### config.mk
export PLATFORM = sky130hd
export DESIGN_NAME = cpu_loader
export DESIGN_NICKNAME = d
export VERILOG_FILES = /design/src/rtl/cpu_loader_pkg.sv /design/src/rtl/cpu_loader_word_assembler.sv /design/src/rtl/cpu_loader.sv
export SDC_FILE = /design/constraint.sdc
export NUM_CORES = 1
export LEC_CHECK = 0
export CORE_MARGIN = 2
export CORE_UTILIZATION = 48
export DETAILED_ROUTE_END_ITERATION = 10
export PLACE_DENSITY = 0.79
export SLEW_MARGIN = 15
export SYNTH_ARGS = -nofsm -noshare
export SYNTH_HDL_FRONTEND = slang
export SYNTH_SLANG_ARGS = --single-unit
### constraint.sdc
create_clock -name clk -period 2.8 [get_ports clk]
set_input_delay 0.28 -clock clk [delete_from_list [all_inputs] [get_ports clk]]
set_output_delay 0.28 -clock clk [all_outputs]
set_load 0.02 [all_outputs]
### src/rtl/cpu_loader_pkg.sv
// rtl/cpu_loader_pkg.sv - command codes, state encoding and defaults for cpu_loader
package cpu_loader_pkg;

    localparam int DEF_LEN_W = 16;

    localparam logic [7:0] CMD_I = 8'h49;
    localparam logic [7:0] CMD_D = 8'h44;
    localparam logic [7:0] CMD_B = 8'h42;
    localparam logic [7:0] CMD_R = 8'h52;
    localparam logic [7:0] CMD_S = 8'h53;
    localparam logic [7:0] CMD_C = 8'h43;
    localparam logic [7:0] CMD_H = 8'h48;

    typedef enum logic [2:0] {
        ST_IDLE,
        ST_LEN_HI,
        ST_LEN_LO,
        ST_DATA,
        ST_WRITE,
        ST_BP_BYTES,
        ST_RUN
    } state_t;

endpackage

### src/rtl/cpu_loader_word_assembler.sv
// rtl/cpu_loader_word_assembler.sv - big-endian 8-to-32 word assembler
module word_assembler (
    input  logic        clk,
    input  logic        rst,
    input  logic [7:0]  byte_data,
    input  logic        byte_valid,
    input  logic        clear,
    output logic [31:0] word,
    output logic        word_done
);

    logic [31:0] shreg;
    logic [1:0]  cnt;

    always_ff @(posedge clk) begin
        if (rst) begin
            shreg <= '0;
            cnt   <= '0;
        end else if (clear) begin
            cnt   <= '0;
        end else if (byte_valid) begin
            shreg <= {shreg[23:0], byte_data};
            cnt   <= cnt + 2'd1;
        end
    end

    // Fires on the byte that completes the word; the full word is in shreg one cycle later.
    assign word_done = byte_valid && (cnt == 2'd3);
    assign word      = shreg;

endmodule

### src/rtl/cpu_loader.sv
// rtl/cpu_loader.sv - byte-command program loader and run/step/breakpoint controller for cpu_top
module cpu_loader
    import cpu_loader_pkg::*;
#(
    parameter int LEN_W = DEF_LEN_W,
    parameter bit BP_EN = 1'b1
) (
    input  logic        clk,
    input  logic        rst,
    input  logic [7:0]  rx_data,
    input  logic        rx_valid,
    output logic        rx_ready,
    input  logic [31:0] pc,
    output logic [31:0] addr,
    output logic [31:0] din,
    output logic        we_im,
    output logic        we_dm,
    output logic        debug,
    output logic        busy,
    output logic        bp_hit,
    output logic        err
);

    state_t             state, state_next;
    logic               accept;
    logic               target_dm;
    logic [7:0]         len_hi;
    logic [LEN_W-1:0]   count, count_load;
    logic [31:0]        bp_addr;
    logic               bp_valid;
    logic               first;
    logic               step_q;
    logic               bp_match, run_en, illegal;
    logic               asm_valid, asm_clear, word_done;
    logic [31:0]        asm_word;
    logic               err_q, bp_hit_q;

    assign accept     = rx_valid && rx_ready;
    assign rx_ready   = (state != ST_WRITE);
    assign busy       = (state != ST_IDLE);
    assign count_load = LEN_W'({len_hi, rx_data});

    // The first RUN cycle skips the compare so a resume from the breakpoint pc makes progress.
    assign bp_match = BP_EN && (state == ST_RUN) && bp_valid && (pc == bp_addr) && !first;
    assign run_en   = (state == ST_RUN) && !bp_match;
    assign debug    = !(run_en || step_q);

    assign we_im  = (state == ST_WRITE) && !target_dm;
    assign we_dm  = (state == ST_WRITE) && target_dm;
    assign din    = asm_word;
    assign err    = err_q;
    assign bp_hit = bp_hit_q;

    assign asm_valid = accept && ((state == ST_DATA) || (state == ST_BP_BYTES));
    assign asm_clear = accept && (state == ST_IDLE);

    word_assembler u_asm (
        .clk        (clk),
        .rst        (rst),
        .byte_data  (rx_data),
        .byte_valid (asm_valid),
        .clear      (asm_clear),
        .word       (asm_word),
        .word_done  (word_done)
    );

    always_comb begin
        state_next = state;
        illegal    = 1'b0;
        case (state)
            ST_IDLE: begin
                if (accept) begin
                    case (rx_data)
                        CMD_I, CMD_D: state_next = ST_LEN_HI;
                        CMD_B:        state_next = ST_BP_BYTES;
                        CMD_R:        state_next = ST_RUN;
                        CMD_S, CMD_C: state_next = ST_IDLE;
                        default:      illegal    = 1'b1;
                    endcase
                end
            end
            ST_LEN_HI:   if (accept) state_next = ST_LEN_LO;
            ST_LEN_LO:   if (accept) state_next = (count_load == '0) ? ST_IDLE : ST_DATA;
            ST_DATA:     if (word_done) state_next = ST_WRITE;
            ST_WRITE:    state_next = (count == LEN_W'(1)) ? ST_IDLE : ST_DATA;
            ST_BP_BYTES: if (word_done) state_next = ST_IDLE;
            ST_RUN: begin
                if (bp_match || (accept && (rx_data == CMD_H)))
                    state_next = ST_IDLE;
            end
            default:     state_next = ST_IDLE;
        endcase
    end

    always_ff @(posedge clk) begin
        if (rst) begin
            state     <= ST_IDLE;
            addr      <= '0;
            target_dm <= 1'b0;
            len_hi    <= '0;
            count     <= '0;
            bp_addr   <= '0;
            bp_valid  <= 1'b0;
            first     <= 1'b0;
            step_q    <= 1'b0;
            err_q     <= 1'b0;
            bp_hit_q  <= 1'b0;
        end else begin
            state    <= state_next;
            err_q    <= illegal;
            bp_hit_q <= bp_match;
            step_q   <= accept && (state == ST_IDLE) && (rx_data == CMD_S);
            first    <= (state == ST_IDLE) && (state_next == ST_RUN);

            if (accept && (state == ST_IDLE)) begin
                if ((rx_data == CMD_I) || (rx_data == CMD_D)) begin
                    target_dm <= (rx_data == CMD_D);
                    addr      <= '0;
                end
                if (rx_data == CMD_C)
                    bp_valid <= 1'b0;
            end
            if (accept && (state == ST_LEN_HI))
                len_hi <= rx_data;
            if (accept && (state == ST_LEN_LO))
                count <= count_load;
            if (state == ST_WRITE) begin
                addr  <= addr + 32'd1;
                count <= count - LEN_W'(1);
            end
            if ((state == ST_BP_BYTES) && word_done) begin
                bp_addr  <= {asm_word[23:0], rx_data};
                bp_valid <= 1'b1;
            end
        end
    end

endmodule

Yosys cells after proc, flatten, opt, wreduce, memory -nomap -nowiden

Cells that the tools add are included.

Bits in registers: 131
Input port bits: 43

Mux-type cells: 19
Reductions and logical operators: 41
Bitwise gates (word level): 3
Add/sub/neg operators: 3
Eq/ne operators: 18

Operators by type and width:

| cell                    | count |
|---|---|
| $mux W32                | 3 |
| $eq A8 B7 Y1 const B    | 7 |
| $add A32 B1 Y32 const B | 1 |
| $eq A32 B32 Y1          | 1 |
| $mux W16                | 2 |
| $pmux W3 S7             | 1 |
| $mux W3                 | 6 |
| $eq A16 B1 Y1 const B   | 1 |
| $logic_and A1 B1 Y1     | 16 |
| $logic_not A16 Y1       | 1 |
| $sub A16 B1 Y16 const B | 1 |
| $eq A3 B3 Y1 const B    | 4 |
| $pmux W3 S4             | 1 |
| $reduce_bool A2 Y1      | 5 |
| $reduce_and A2 Y1       | 4 |
| $eq A3 B2 Y1 const B    | 2 |
| $reduce_or A2 Y1        | 3 |
| $reduce_or A6 Y1        | 1 |
| $logic_not A1 Y1        | 4 |
| $logic_or A1 B1 Y1      | 4 |
| $mux W1                 | 4 |
| $mux W2                 | 2 |
| $eq A3 B1 Y1 const B    | 1 |
| $logic_not A3 Y1        | 1 |
| other kinds (6)         | 8 |

Depth between registers and ports, before layout

Gate-level depths: netlist of run 1.

Depth in word-level cells: 9
Depth in mapped cells: 8
Depth with buffers taken out: 7

By module

A second synthesis of run 1 with hierarchy kept.

Cell total of the unflattened synthesis: 731
Area, all modules: 6293.5 um^2

Modules (own cells, without submodules):

| module         | instances | area an instance (um^2) | cells an instance | sequential area each (um^2) |
|---|---|---|---|---|
| cpu_loader     | 1         | 4917.2                  | 607               | 1941.9 |
| word_assembler | 1         | 1376.3                  | 124               | 680.7 |

Worst setup path after synthesis of run 1

No wires, ideal clock.

Kind: register to register
From: register addr[7]
To: register addr[21]
Cell stages (with the launch flop): 7
Period minus slack after synthesis: 2.121 ns
Data arrival time: 2.056 ns
Data required time: 2.735 ns
Library setup time: 0.065 ns
Setup slack: 0.679 ns
Path through: dfxtp_1 nand4_1 or4_1 clkbuf_1 nor4_1 mux2_1 nor2_1

Cells in the longest elaborated chain, start to end: 2

Ends and longest elaborated chain:

| item                     | line              | text |
|---|---|---|
| start: declaration       | cpu_loader.sv:14  | `output logic [31:0] addr,` |
| start signal: assignment | cpu_loader.sv:128 | `addr <= addr + 32'd1;` |
| $add A32 B1 Y32          | cpu_loader.sv:128 |  |
| $mux W32                 | cpu_loader.sv:127 | `if (state == ST_WRITE) begin` |

Every way passes these cells.
A chain may end at the register's enable or synchronous reset.

Worst setup path in the final report of run 1

From: register bp_addr[12]
To: output port debug

Cells in the longest elaborated chain, start to end: 7

Ends and longest elaborated chain:

| item                             | line              | text |
|---|---|---|
| start: declaration               | cpu_loader.sv:29  | `logic [31:0] bp_addr;` |
| start signal: assignment         | cpu_loader.sv:132 | `bp_addr <= {asm_word[23:0], rx_data};` |
| $eq A32 B32 Y1                   | cpu_loader.sv:44  | `assign bp_match = BP_EN && (state == ST_RUN) && bp_valid && (pc == bp_addr) && !first;` |
| $logic_and A1 B1 Y1 (2 in a row) | cpu_loader.sv:44  |  |
| $logic_not A1 Y1                 | cpu_loader.sv:45  | `assign run_en = (state == ST_RUN) && !bp_match;` |
| $logic_and A1 B1 Y1              | cpu_loader.sv:45  |  |
| $logic_or A1 B1 Y1               | cpu_loader.sv:46  | `assign debug = !(run_en \|\| step_q);` |
| $logic_not A1 Y1                 | cpu_loader.sv:46  |  |
| end: declaration                 | cpu_loader.sv:18  | `output logic debug,` |

Every way passes these cells.

==> results of run 1 <==
## placed cells by master (no fill, tap or decap), drive strengths merged, types with 6 or more instances in the layout
master / count
a21oi: 105
a31oi: 9
and3: 8
buf: 42
clkbuf: 25
clkdlybuf4s50: 111
dfxtp: 131
inv: 6
mux2: 12
nand2: 188
nand3: 30
nand4: 10
nor2: 47
nor3: 7
nor4: 24
o211ai: 10
o21ai: 15
or3: 10
or4: 9
xor2: 34
## cell type report
type                       count  area (um2)  area share
tap                          172         215      0.0262
clock inverter                 5        50.0     0.00610
inverter                       6        22.5     0.00275
multi-input combinational    594        3330       0.407
sequential                   131        2620       0.320
clock buffer                  25         505      0.0617
timing repair buffer         154        1450       0.177
## per-layer routing
| layer | track usage | part of all wire | routed length [um] |
|---|---|---|---|
| met5 | 0 | 0 | 0 |
| met4 | 0.0881 | 0.018 | 325 |
| met3 | 0.0696 | 0.073 | 1300 |
| met2 | 0.408 | 0.46 | 8280 |
| met1 | 0.353 | 0.44 | 7930 |
## worst max-delay path: stages (launching register included)
cell             delay, ps
dfxtp_1                320
xor2_1                 220
nor4_1                 290
nand3_1                140
or4_1                  570
a21oi_2                200
clkdlybuf4s15_2        280
## cell families after synthesis
family / synth area share
AO/OA/AOI/OAI: 0.157
XOR/XNOR: 0.0511
adder cells (fa/ha/maj): 0.00811
buffers and inverters: 0.0379
flip-flops: 0.425
multiplexers: 0.0235
AND/OR/NAND/NOR: 0.298
## synth_stat cells (all sizes together) (4+ instances only)
library cell / count
or2: 5
nand2: 188
nor4b: 4
inv: 6
nand4: 10
and4: 4
o21ai: 15
and2: 5
nor3: 7
nor2: 47
nand3: 30
buf: 6
dfxtp: 131
and3: 8
o211ai: 10
nor4: 24
a21oi: 105
ha: 4
or3: 10
or4: 9
nand3b: 5
clkbuf: 42
a31oi: 9
mux2: 12
nor3b: 5
xor2: 34
## flip-flops by register name, summed over array words and instances, names as in the netlist
signal and count:
len_hi 8, count 16, target_dm 1, u_asm.word 32
bp_valid 1, state 3, first 1, u_asm.cnt 2
bp_addr 32, err 1, bp_hit 1, step_q 1
addr 32
## metrics by stage
stage | setup slack (ps) | instance area [um2] | power (W)
finish | 78.4 | 8200 | 0.00417
floorplan | 679 | 6170 | 0.00200
global route | -2.50 | 8200 | 0.00431
detailed placement | -302 | 7630 | 0.00212
CTS | 31.3 | 8190 | 0.00420
global placement | -294 | 7630 | 0.00212
## report_power, final
part	total (W)	internal, W	switching (W)
registers	0.00187	0.00187	0.00000213
clock network	0.00208	0.00132	0.000762
logic	0.000220	0.000105	0.000115
## how the worst max path moves through the flow
stage               end   startpoint  slack (ps)
2_1_floorplan  addr[21]      addr[7]         680
4_1_cts           debug  bp_addr[16]          30
5_1_grt           debug  bp_addr[17]          -3
6_report          debug  bp_addr[12]          80
3_5_place_dp      debug       pc[29]        -300
3_3_place_gp      debug        pc[2]        -290
## repair_timing
| action | CTS | global route |
|---|---|---|
| setup endpoints to repair | 1 | 1 |
| buffers inserted | 0 | 0 |
| resized for setup | 5 | 1 |
==> results.ini, run 1 <==
[detailed_routing]
viasPerCell = 5.72
firstDrtPassIters = 7
drtAntennaViolNets = 0
num_vias = 6216
wire_per_inst_um = 16.4
first_iter_violations = 674
routed_wl_um = 17800
drc = 0

[pwr]
ir_worst_vdd_v = 0.000429
p_per_area_nw_per_um2 = 509
power_leakage_nw = 2.84

[yosys]
synth-warning-count = 0
seq_area_frac_synth = 0.425
synth_seq_cells = 131
synth_top_area_share = 0.425
synthFlopType = dfxtp_1
synth_area_um2 = 6170
avgSynthCellArea_um2 = 7.91
ys_top_cells_by_area = dfxtp_1 (42%), nand2_1 (11%), a21oi_1 (8.5%), xor2_1 (4.8%), nor2_1 (2.9%)
async_flop_share = 0
postSynthCellCount = 780
synth_edf_count = 0
yosysTopAreaCell = dfxtp_1
yosysUniqueCellTypes = 73
synth_fp_nets = 827

[final_layout]
syn2layout_area_growth_pct = 32.8
nets = 951
layoutNonFillerInstCount = 1087
n_antenna_cell = 0
drive_gt1_frac = 0.107
utilization = 0.652
n_fill_cell = 1055

[global_routing]
grt.total_usage = 0.262
grt_pass1_wl_um = 29100
grt_pass1_vias = 5751
grt_max_degree = 72
overflow = 0
antenna_found_initial = 0

[worst_setup_path]
start_kind = flip-flop
rr_endpoint = addr[21]
worstSetupPathType = reg2out
reg2reg_from = state[0]
r2r_slack_ps = 460
critPathRequiredTime_ps = 2520
r2r_cells = 6
setup.worst_path.end_class = output pin
crit_arrival_ps = 2440
crit_fanout = 2

[timing]
fin_tns_setup_ps = 0
slew_violations = 0
finalHoldViolations = 0
finalSetupViolations = 0
relSlewSlack = 0.498
fin_skew_ps = 8.36
min_period_ps = 2720
fmax_ghz = 0.367
holdWs_ps = 221
tightest_slew_ps = 753
finalCritPeriodShare = 0.972

[clock_tree]
cts_hold_buffers = 0
clkTransAtPathRegs_ps = 50
clockBufferDepth = 2
tritoncts = done
cts_buffers = 17
insertion_delay_ps = 420
htree_levels = 4
cts-root-buf = clkbuf_16
cts.sinks = 131

[min_path]
hold_end = state[0]
min_delay_path_depth = 3
hold_start = rst
min_path_type = in2reg

[flow_run]
cap_violations = 0

[die]
initial_utilization = 0.491
num_io_pins = 114
num_rows = 41
die-area_um2 = 13800
die_width_um = 117
die-height_um = 117
core_um2 = 12600

[place]
placed_cells = 1057
io_buffers = 113
dp_hpwl_um = 12000
gp_congestion = 0.942

[status]
status = complete, no violations

No activity file was read; power rests on OpenSTA's default activity.
==> run 2, diff against run 1 <==
Settings changed: CORE_UTILIZATION 48 to 50, PLACE_DENSITY 0.79 to 0.82.
==> run 2 against run 1 <==
Clock skew barely moved; non-clock buffer count fell by 3; die area fell by 3.9%; via count fell by 1.1%; power rose by 1.5%; utilization rose by 2.6 points; clock power rose by 3%; largest power group unchanged; critical path depth did not move; sequential share of layout area rose by 0.22 points; final cell count fell by 2.5%.
==> results.ini, run 2 (synthesized netlist as in run 1, its figures left out) <==
[status]
status = complete, no violations  ; unchanged

[detailed_routing]
first_iter_violations = 602  ; was 674
wl_met3_um = 1360  ; was 1300 um
routed_wl_um = 17700  ; was 17800 um
drtAntennaViolNets = 0  ; unchanged
drc = 0  ; unchanged
num_vias = 6147  ; was 6216
top_layer_used = met4  ; unchanged
wl_met2_um = 8110  ; was 8280 um
viasPerCell = 5.80  ; was 5.72
wire_per_inst_um = 16.7  ; was 16.4 um
m1WireLength_um = 7920  ; was 7930 um
firstDrtPassIters = 5  ; was 7

[final_layout]
n_antenna_cell = 0  ; unchanged
final_cell_mix = nand2_1 (188), dfxtp_1 (131), clkdlybuf4s50_1 (111)  ; unchanged
final_cell_area_um2 = 8140  ; was 8200 um2
drive_gt1_frac = 0.106  ; was 0.107
layout_commonest_cell = nand2_1  ; unchanged
utilization = 0.678  ; was 0.652
n_fill_cell = 1012  ; was 1055
syn2layout_area_growth_pct = 31.9  ; was 32.8%
nets = 948  ; was 951

[pwr]
sw_frac_of_total = 0.218  ; was 0.211
p_per_area_nw_per_um2 = 520  ; was 509 nW/um2
clockPowerShare = 0.508  ; was 0.499
ir_worst_vdd_v = 0.000379  ; was 0.000429 V
p_switching_w = 0.000925  ; was 0.000879 W
comb_power_share = 0.051  ; was 0.053
intPower_w = 0.00331  ; was 0.00330 W
power_frac_seq = 0.441  ; was 0.448
power_leakage_nw = 2.83  ; was 2.84 nW

[die]
die_width_um = 115  ; was 117 um
num_rows = 40  ; was 41
core_um2 = 12000  ; was 12600 um2
die-height_um = 115  ; was 117 um
num_io_pins = 114  ; unchanged
initial_utilization = 0.514  ; was 0.491
die-area_um2 = 13300  ; was 13800 um2

[clock_tree]
htree_levels = 4  ; unchanged
clockBufferDepth = 2  ; unchanged
cts-root-buf = clkbuf_16  ; unchanged
tritoncts = done  ; unchanged
clkTransAtPathRegs_ps = 60  ; was 50 ps
cts_buffers = 17  ; unchanged
cts.sinks = 131  ; unchanged
insertion_delay_ps = 420  ; about the same
cts_hold_buffers = 0  ; unchanged

[global_routing]
grt_max_degree = 55  ; was 72
grt_pass1_vias = 5542  ; was 5751
grt_pass1_wl_um = 27800  ; was 29100 um
grt.total_usage = 0.270  ; was 0.262
antenna_found_initial = 0  ; unchanged
overflow = 0  ; unchanged

[place]
dp_slack_ps = -321  ; was -302 ps
place_area_um2 = 7560  ; was 7630 um2
dp_hpwl_um = 11800  ; was 12000 um
io_buffers = 113  ; unchanged
gp_congestion = 0.947  ; was 0.942

[worst_setup_path]
rr_endpoint = addr[21]  ; unchanged
r2r_cells = 6  ; unchanged
worstSetupPathType = reg2out  ; unchanged
r2r_slack_ps = 440  ; was 460 ps
setup.worst_path.end_class = output pin  ; unchanged
start_kind = flip-flop  ; unchanged
critPathRequiredTime_ps = 2520  ; about the same
reg2reg_from = state[0]  ; unchanged
crit_fanout = 2  ; unchanged
crit_arrival_ps = 2440  ; about the same

[timing]
fin_skew_ps = 8.04  ; was 8.36 ps
finalSetupViolations = 0  ; unchanged
slew_violations = 0  ; unchanged
relSlewSlack = 0.564  ; was 0.498
fmax_ghz = 0.368  ; was 0.367 GHz
tightest_slew_ps = 644  ; was 753 ps
min_period_ps = 2720  ; about the same
finalCritPeriodShare = 0.971  ; was 0.972
rsz0062_at_grt = no
worst_slack_ps = 81.0  ; was 78.4 ps
finalHoldViolations = 0  ; unchanged

[flow_run]
cap_violations = 0  ; unchanged

[min_path]
min_delay_path_depth = 2  ; was 3
hold_start = rst  ; unchanged
hold_end = addr[16]  ; was state[0]
min_path_type = in2reg  ; unchanged

## run 2: worst max-delay path by stage
stage / from / end / slack (ps) / cells after the start
final: bp_addr[22] / debug / 80 / 6
after global routing: bp_addr[22] / debug / 20 / 6
after CTS: bp_addr[22] / debug / 40 / 6
after detailed placement: pc[16] / debug / -320 / 7
after global placement: pc[16] / debug / -310 / 7
after floorplan: addr[7] / addr[21] / 680 / 6
## run 2: power by group through the flow
stage	combinational [W]	clock, W	sequential, W
final	0.000217	0.00215	0.00187
after floorplan	0.0000885	0	0.00191
after global placement	0.000212	0	0.00191
after detailed placement	0.000212	0	0.00191
after global routing	0.000231	0.00225	0.00187
after CTS	0.000213	0.00217	0.00187
## run 2: timing repair
action                                  4_1_cts  5_1_grt
hold endpoints to repair                      0        0
gates resized for setup                       5        1
endpoints found under the setup margin        1        1
pin swaps                                     1        0
buffers inserted                              0        0
## run 2: critical path: stages, from the launching register on
cell and delay, ps:
dfxtp_1 330, xor2_1 190, nor4_2 310, nand4_1 150, or4_4 560, a21oi_2 190
clkdlybuf4s15_2 280
## run 2: per-stage QoR
stage / std cells / power [W] / TNS [ps] / hold slack [ps]
final: 1060 / 0.00424 / 0 / 289
after global routing: 1060 / 0.00435 / 0 / 302
after CTS: 1060 / 0.00425 / 0 / 279
after detailed placement: 1029 / 0.00212 / -321 / 448
after global placement: 1029 / 0.00212 / -312 / 442
after floorplan: 780 / 0.00200 / 0 / 416
## run 2: area by class of cell
type / count / area [um2] / share of cell area
well taps: 147 / 184 / 0.0226
inverters: 6 / 22.5 / 0.00277
multi-input cells: 594 / 3330 / 0.409
clock buffers: 21 / 460 / 0.0565
repair buffers: 151 / 1420 / 0.174
flip-flops and latches: 131 / 2620 / 0.322
clock inverters: 10 / 109 / 0.0134
## run 2: layer usage
layer  global-route usage  vias to the layer above
met5                    0                        -
met4               0.0948                        0
met3               0.0717                       34
met2                0.409                      217
met1                0.371                     2913
li1                     -                     2983
